==> src/rtl/spi_seq_pkg.sv <==
// spi_seq_pkg: state codes, address-byte layout and byte-lane helper for the SPI burst sequencer
package spi_seq_pkg;
  localparam logic [2:0] S_IDLE      = 3'd0;
  localparam logic [2:0] S_SETUP     = 3'd1;
  localparam logic [2:0] S_ADDR      = 3'd2;
  localparam logic [2:0] S_ADDR_WAIT = 3'd3;
  localparam logic [2:0] S_DATA      = 3'd4;
  localparam logic [2:0] S_DATA_WAIT = 3'd5;
  localparam logic [2:0] S_CLOSE     = 3'd6;
  localparam logic [2:0] S_GAP       = 3'd7;
  localparam int RW_BIT = 7;
  localparam int ADDR_MSB = 1;
  localparam logic [7:0] DUMMY_BYTE_DEF = 8'hFF;
  function automatic logic [7:0] byte_lane(input logic [31:0] w, input logic [1:0] i);
    return w[{i, 3'b000} +: 8];
  endfunction
endpackage

==> src/rtl/spi_seq_cycle_cnt.sv <==
// spi_seq_cycle_cnt: loadable down-counter shared by the SS setup and SS gap phases
module spi_seq_cycle_cnt #(
  parameter int W = 8
) (
  input  logic         clk,
  input  logic         reset,
  input  logic         load,
  input  logic [W-1:0] load_val,
  output logic         zero
);
  logic [W-1:0] cnt;
  always_ff @(posedge clk)
    if (!reset) cnt <= '1;
    else if (load) cnt <= load_val;
    else if (cnt != '0) cnt <= cnt - 1'b1;
  assign zero = cnt == '0;
endmodule

==> src/rtl/spi_reg_burst_sequencer.sv <==
// spi_reg_burst_sequencer: turns a register-burst command into an SS-framed SPI byte stream
module spi_reg_burst_sequencer
  import spi_seq_pkg::*;
#(
  parameter int SS_SETUP_CYC = 1,
  parameter int SS_GAP_CYC = 5,
  parameter logic [7:0] DUMMY_BYTE = DUMMY_BYTE_DEF
) (
  input  logic        clk,
  input  logic        reset,
  input  logic        cmd_valid,
  output logic        cmd_ready,
  input  logic        cmd_write,
  input  logic [1:0]  cmd_addr,
  input  logic [1:0]  cmd_len,
  input  logic        cmd_cpol,
  input  logic        cmd_cpha,
  input  logic [31:0] cmd_wdata,
  output logic        rsp_valid,
  output logic [31:0] rsp_rdata,
  output logic        busy,
  output logic        CPOL,
  output logic        CPHA,
  output logic        start,
  output logic [7:0]  tx_data,
  input  logic [7:0]  rx_data,
  input  logic        done,
  input  logic        ready,
  output logic        SS
);
  logic [2:0] state;
  logic w;
  logic [1:0] addr, len, idx, nidx;
  logic [31:0] wdata;
  logic [7:0] ab, nbyte, cnt_val;
  logic cnt_load, cnt_zero;
  spi_seq_cycle_cnt #(.W(8)) u_cnt (
    .clk(clk), .reset(reset), .load(cnt_load), .load_val(cnt_val), .zero(cnt_zero)
  );
  assign cmd_ready = state == S_IDLE;
  assign busy = !cmd_ready;
  assign rsp_valid = state == S_CLOSE;
  assign SS = !(state inside {S_SETUP, S_ADDR, S_ADDR_WAIT, S_DATA, S_DATA_WAIT});
  assign start = (state == S_ADDR || state == S_DATA) && ready;
  assign cnt_load = (cmd_valid && cmd_ready) || state == S_CLOSE;
  assign cnt_val = cmd_ready ? 8'(SS_SETUP_CYC - 1) : 8'(SS_GAP_CYC - 1);
  assign nidx = state == S_ADDR_WAIT ? 2'd0 : idx + 2'd1;
  assign nbyte = w ? byte_lane(wdata, nidx) : DUMMY_BYTE;
  always_comb begin
    ab = '0;
    ab[RW_BIT] = w;
    ab[ADDR_MSB:0] = addr;
  end
  always_ff @(posedge clk) begin
    if (!reset) begin
      state <= S_IDLE;
      w <= 1'b0;
      addr <= '0;
      len <= '0;
      idx <= '0;
      wdata <= '0;
      CPOL <= 1'b0;
      CPHA <= 1'b0;
      tx_data <= '0;
      rsp_rdata <= '0;
    end else begin
      case (state)
        S_IDLE: if (cmd_valid) begin
          w <= cmd_write;
          addr <= cmd_addr;
          len <= cmd_len;
          wdata <= cmd_wdata;
          CPOL <= cmd_cpol;
          CPHA <= cmd_cpha;
          idx <= '0;
          rsp_rdata <= '0;
          state <= S_SETUP;
        end
        S_SETUP: if (cnt_zero) begin
          tx_data <= ab;
          state <= S_ADDR;
        end
        S_ADDR: if (ready) state <= S_ADDR_WAIT;
        S_ADDR_WAIT: if (done) begin
          tx_data <= nbyte;
          state <= S_DATA;
        end
        S_DATA: if (ready) state <= S_DATA_WAIT;
        S_DATA_WAIT: if (done) begin
          if (!w) rsp_rdata[{idx, 3'b000} +: 8] <= rx_data;
          if (idx == len) state <= S_CLOSE;
          else begin
            idx <= nidx;
            tx_data <= nbyte;
            state <= S_DATA;
          end
        end
        S_CLOSE: state <= S_GAP;
        default: if (cnt_zero) state <= S_IDLE;
      endcase
    end
  end
endmodule

==> config.mk <==
export PLATFORM = sky130hd
export DESIGN_NAME = spi_reg_burst_sequencer
export DESIGN_NICKNAME = d
export VERILOG_FILES = /design/src/rtl/spi_seq_pkg.sv /design/src/rtl/spi_seq_cycle_cnt.sv /design/src/rtl/spi_reg_burst_sequencer.sv
export SDC_FILE = /design/constraint.sdc
export NUM_CORES = 1
export LEC_CHECK = 0
export BUFFER_PORTS_ARGS = -buffer_cell sky130_fd_sc_hd__clkbuf_2
export CAP_MARGIN = 20
export CORE_MARGIN = 5
export CORE_UTILIZATION = 38
export CTS_CLUSTER_SIZE = 24
export DETAILED_ROUTE_END_ITERATION = 12
export MAX_ROUTING_LAYER = met4
export PLACE_DENSITY = 0.58
export SLEW_MARGIN = 10
export SYNTH_ARGS = -nofsm -noshare
export SYNTH_HDL_FRONTEND = slang
export SYNTH_SLANG_ARGS = --single-unit
==> constraint.sdc <==
create_clock -name clk -period 2.9 [get_ports clk]
set_clock_uncertainty 0.15 [all_clocks]
set_input_delay 0.435 -clock clk [delete_from_list [all_inputs] [get_ports clk]]
set_output_delay 0.435 -clock clk [all_outputs]
set_load 0.005 [all_outputs]
* Word-level counts from Yosys, hierarchy flattened
Index checks and enable logic that the tools add are counted.
** Operators by class
- Add/sub/neg operators :: 3
- Multiply operators :: 0
- Divide/modulo/power cells :: 0
- Magnitude comparators :: 0
- Equality and inequality tests :: 15
- Shift operators :: 3
- Multiplexer cells :: 28
- Bitwise operators :: 0
- Reductions and logical operators :: 19
** Operators by type and width (number)
- 2-to-1 mux 32 bit :: 3
- one-hot mux 32 bit (2 select lines) :: 1
- 2-to-1 mux 8 bit :: 7
- bitwise mux 32 bit :: 1
- variable shift 8 x 7 -> 32 bit, first input constant :: 1
- indexed part select 32 x 6 -> 8 bit :: 1
- indexed part select 8 x 7 -> 32 bit :: 1
- 2-to-1 mux 3 bit :: 8
- one-hot mux 8 bit (3 select lines) :: 1
- one-hot mux 3 bit (7 select lines) :: 1
- != test 2 bit, second input constant :: 8
- 2-to-1 mux 2 bit :: 5
- equality test 3 bit, second input constant :: 3
- zero test 8 bit :: 1
- AND reduction 4 bit :: 2
- nonzero test 8 bit :: 1
- subtractor 8 x 1 -> 8 bit, second input constant :: 1
- negator 5 -> 7 bit :: 1
- AND reduction 7 bit :: 1
- nonzero test 7 bit :: 1
- equality test 3 x 2 -> 1 bit, second input constant :: 2
- AND reduction 5 bit :: 1
- nonzero test 5 bit :: 1
- one-hot mux 2 bit (2 select lines) :: 1
- other kinds (10) :: 14
** Word-level totals
- Register bits :: 92
- Latch bits :: 0
- Memory bits (writable) :: 0
- ROM bits :: 0
- Input port bits :: 52
- Output and inout port bits :: 47
- Memories :: 0

* Depth between registers and ports, before layout
- Word-level depth :: 7
- Mapped depth :: 9
- Depth with buffers taken out :: 7

* Cells and area by module
A second synthesis with hierarchy kept.
** Second synthesis, totals
- Cell total of the unflattened synthesis :: 472
- Area, all modules :: 4321.6 um^2
** By module, submodules not included
- spi_reg_burst_sequencer :: times used 1, cells each 415, area an instance 3827.4 um^2, seq. area each 1681.6 um^2
- spi_seq_cycle_cnt :: times used 1, cells each 57, area an instance 494.2 um^2, seq. area each 160.2 um^2

* Worst setup path before layout
Ideal clock, no wire load.
- Path type :: register -> register
- Start :: register idx[0]
- End :: register tx_data[0]
- Library setup time :: 122 ps
- Arrival time :: 1977 ps
- Required time :: 2628 ps
- Path slack :: 651 ps
- Stages on the path, launching flop included :: 10
- Buffers on the path :: 2
- Clock period less this slack :: 2249 ps
- Path through :: dfxtp_1 -> buf_4 -> inv_1 -> ha_1 -> clkbuf_1 -> nand2b_1 -> nand2_1 -> mux2_2 -> o21ai_0 -> o22ai_1
** On the way
- Longest elaborated chain between the ends :: 7
- Elaborated cells between the ends (all ways) :: 11
- Classes of those cells :: add/sub (1); eq/ne (2); shift (1); mux (6); reduce/logical (1)
** Ends and longest elaborated chain
- start, declared :: RTL line spi_reg_burst_sequencer.sv:33 : logic [1:0] addr, len, idx, nidx;
- start signal, assigned :: RTL line spi_reg_burst_sequencer.sv:93 : idx <= nidx;
- adder 2 x 1 -> 2 bit :: RTL line spi_reg_burst_sequencer.sv:47 : assign nidx = state == S_ADDR_WAIT ? 2'd0 : idx + 2'd1;
- 2-to-1 mux 2 bit :: RTL line spi_reg_burst_sequencer.sv:47
- indexed part select 32 x 6 -> 8 bit :: RTL line spi_seq_pkg.sv:15 : return w[{i, 3'b000} +: 8];
- 2-to-1 mux 8 bit :: RTL line spi_reg_burst_sequencer.sv:48 : assign nbyte = w ? byte_lane(wdata, nidx) : DUMMY_BYTE;
- 2-to-1 mux 8 bit :: RTL line spi_reg_burst_sequencer.sv:91 : if (idx == len) state <= S_CLOSE;
- 2-to-1 mux 8 bit :: RTL line spi_reg_burst_sequencer.sv:89 : S_DATA_WAIT: if (done) begin
- one-hot mux 8 bit (3 select lines) :: RTL line spi_reg_burst_sequencer.sv:67 : case (state)
- end signal, assigned :: RTL line spi_reg_burst_sequencer.sv:85 : tx_data <= nbyte;
- end signal, assigned :: RTL line spi_reg_burst_sequencer.sv:94 : tx_data <= nbyte;
- end, declared :: RTL line spi_reg_burst_sequencer.sv:25 : output logic [7:0] tx_data,
Parallel ways exist; a longest one is shown, timed or not. The select of a mux whose other input is x is not followed.
A chain may end at the register's enable or synchronous reset.

* Worst setup path in the final report
- Start :: register state[0]
- End :: register rsp_rdata[11]
** On the way
- Longest elaborated chain between the ends :: 3
- Elaborated cells between the ends (all ways) :: 8
- Classes of those cells :: eq/ne (4); mux (1); reduce/logical (3)
** Ends and longest elaborated chain
- start, declared :: RTL line spi_reg_burst_sequencer.sv:31 : logic [2:0] state;
- start signal, assigned :: RTL line spi_reg_burst_sequencer.sv:56 : state <= S_IDLE;
- start signal, assigned :: RTL line spi_reg_burst_sequencer.sv:77 : state <= S_SETUP;
- start signal, assigned :: RTL line spi_reg_burst_sequencer.sv:81 : state <= S_ADDR;
- equality test 3 bit or zero test 3 bit (tied branches) :: RTL line spi_reg_burst_sequencer.sv:67
- != test 2 bit (no source line) or nonzero test 2 bit (tied branches)
- AND reduction 4 bit (no source line)
- end signal, assigned by index :: RTL line spi_reg_burst_sequencer.sv:90 : if (!w) rsp_rdata[{idx, 3'b000} +: 8] <= rx_data;
- end, declared :: RTL line spi_reg_burst_sequencer.sv:20 : output logic [31:0] rsp_rdata,
Parallel ways exist; a longest one is shown, timed or not.

==> impl_results.md <==
- Number of flops mapped to enable cells by yosys: 0
- Largest net degree at the start of global routing: 41
- Mapped Cells: 491
- Min-delay src: cmd_wdata[21]
- Total Routed Length: between 10 and 15 mm
- Area delta synth->final: 18.99%
- P_int: approximately 0.0019 W
- Clock sink count: between 90 and 100
- Largest area contributor in the netlist: dfxtp_1
- Starting DRT DRC Count: about 180
- Post-synth top area share: 0.4395
- Core Region: ~11000 um^2
- Clk_lat worst skew: 0.35 ns
- Worst r2r src: state[0]
- Data required time of the worst path: 3.03 ns
- Dpl ws: about 0.57 ns
- Crit path arrival time: between 2 and 2.5 ns
- Synth top area cells: dfxtp_1 (44%), nand2_1 (10%), a21boi_0 (9.9%)
- Die ar.: approximately 13000 um^2
- Final net count: between 600 and 700
- Kind of critical path: flip-flop to flip-flop
- Synth Register Bits: 92
- Final Cycle Share: 0.7989
- Post-synth cell types: 51
- Max Cap Viol: 0
- Die Height: between 100 and 150 um
- WP buf/inv: 0
- CP delay by family, top: simple AND/OR/NAND/NOR gates
- Port Buffers: between 90 and 100
- Yosys warning count: 0
- CTS Hold Bufs: 0
- RSZ-0062 raised after global routing: no
- DRT Pass-1 Iters: 4
- Avg Cell Area, Syn: 8.534 um^2
- Flop pwr share: 0.534
- Core Rows: 38
- Worst-Margin Slew: 0.6912 ns
- VDD IR max: approximately 0.00027 V
- Vias/cell: about 5
- Combinational share of power: 0.090
- CTS tree: yes
- Final setup TNS: 0 ns
- # diodes: 0
- Layout cells sized above 1: 0.2276
- Hold Path Class: input port to flip-flop
- Root buffer cell: clkbuf_8
- Run status: complete, no violations
- Htree depth: 3
- Setup Fix Bufs, Post-CTS: 0
- IO Pins: 99
- Gr usage total: 0.1724
- Hpwl dp: 7.999 mm
- CTS Buf Count: 9
- Initial Utilization: 0.3865
- Routed Antenna Nets: 0
- Leak: 1.938 nW
- Fin. Hold Viols: 0
- Max Slew Vio Count: 0
- PwrDens: 504.3 nW/um^2
- Critical path endpoint category: flip-flop
- Top_reg_cell synth: dfxtp_1
- Clk slew on worst S/H paths: 0.09 ns
- Startpoint Class: flip-flop
- Vias in the first global route: between 3000 and 4000
- CP max stage delay: 0.51 ns
- Crit path time final: between 2 and 2.5 ns
- Worst relative slew slack: 0.5361
- # DRC: 0
- CP Launch Point: state[0]
- Final worst slack: 0.5831 ns
- Fill cells: around 1100
- Clock Power Share: 0.376
- Commonest non-fill, non-tap cell in the layout: nand2_1
- Crit-path cells: or3b_1 > a21o_1 > nor3_2 > a22oi_1 > nor2b_1
- Switching share of total power: 0.2472
- Die Span X: 115.0 um
- First-pass GRT wire length: approximately 18 mm
- Initial antenna violation count: 0
- Synth async-reset ratio: 0
- GR Overflow Total: 0
- Gpl congestion: between 0.8 and 0.9
- Final setup viols: 0
- FMAX: ~0.43 GHz
- Drt wl/cell: ~15 um
- CTS max path bufs: 2
- Routed vias: 3664
- CTS resizes: 0
- Crit path max fanout: 17
- Post-Syn Area: 4190 um^2
- Commonest cells after routing, fill and taps aside: nand2_1 (114), clkbuf_2 (98), dfxtp_1 (92)
- Sequential fraction of the synthesis area: 0.4395
- Slowest cell on crit path: nor3_2
- Switching power: a little over 0.0006 W
- Post-Syn Nets: ~550
## per-layer routing
layer  vias to the layer above  track usage  share of wire
met1                      1716       0.2250           0.49
li1                       1868            -              -
met4                         0      0.05790          0.018
met5                         -            -              0
met2                        63       0.2704           0.46
met3                        17      0.03053          0.032
## power by group through the flow
stage | clock (W) | sequential, W | combinational [W]
after global placement | 0 | 0.00137 | 0.000223
after global routing | 0.00102 | 0.00135 | 0.000256
after CTS | 0.000972 | 0.00134 | 0.000227
after detailed placement | 0 | 0.00137 | 0.000226
after floorplan | 0 | 0.00136 | 0.000143
final | 0.000946 | 0.00134 | 0.000225
## stage by stage
step	util	total power, W	hold WS [ns]	instance area, um^2	instances
global placement	0.4394	0.001594	0.3027	4763	704
floorplan	-	0.001502	0.2853	4190	491
detailed placement	0.4394	0.001599	0.3084	4763	704
CTS	0.4599	0.002542	0.1350	4986	720
finish	0.4599	0.002514	0.1514	4986	720
global route	0.4599	0.002624	0.1519	4986	720
## worst paths after layout
path / end / slack, ns / depth (start not counted)
setup reg to reg: rsp_rdata[11] / 0.58 / 5
hold reg to reg: wdata[29] / 0.32 / 2
hold / removal: wdata[21] / 0.15 / 3
setup / recovery: rsp_rdata[11] / 0.58 / 5
## sequential cells by signal, summed over array words and instances (netlist names)
register / cells
w: 1
wdata: 32
CPHA: 1
tx_data: 8
idx: 2
state: 3
addr: 2
u_cnt.cnt: 8
CPOL: 1
rsp_rdata: 32
len: 2
## worst reg2reg max path, delay by kind of cell, from the launching register on
kind | cells | cell delay [ns]
flip-flops | 1 | 0.47
AND/OR/NAND/NOR | 3 | 1.12
AO/OA/AOI/OAI | 2 | 0.51
## cell families after synthesis
logic type,count (synthesis),share of synthesized area
adder cells (fa/ha/maj),6,0.01792
AO/OA/AOI/OAI,133,0.2251
buffers and inverters,44,0.04628
AND/OR/NAND/NOR,195,0.2231
multiplexers,12,0.02926
flip-flops,92,0.4395
XOR/XNOR,9,0.01881
## synth_stat cells, drive strengths merged (3+ instances only)
cell type / count
ha: 6
o31ai: 6
and2: 3
clkbuf: 21
o21ai: 24
nor2b: 20
o22ai: 6
a221o: 6
a21oi: 9
nor3: 5
a21boi: 56
nand3: 17
inv: 11
mux2i: 10
xnor2: 7
nor4: 5
nand2: 114
o2111ai: 3
a22oi: 16
nor2: 15
buf: 12
dfxtp: 92
## area by class of cell
cell class                 count  area [um^2]  share of cell area
multi-input combinational    355         2155              0.4321
sequential                    92         1842              0.3694
timing repair buffer         106        550.5              0.1104
tap                          140        175.2             0.03513
clock buffer                   9        123.9             0.02484
clock inverter                 7        98.84             0.01982
inverter                      11        41.29            0.008281
(Power assumes the default switching activity.)
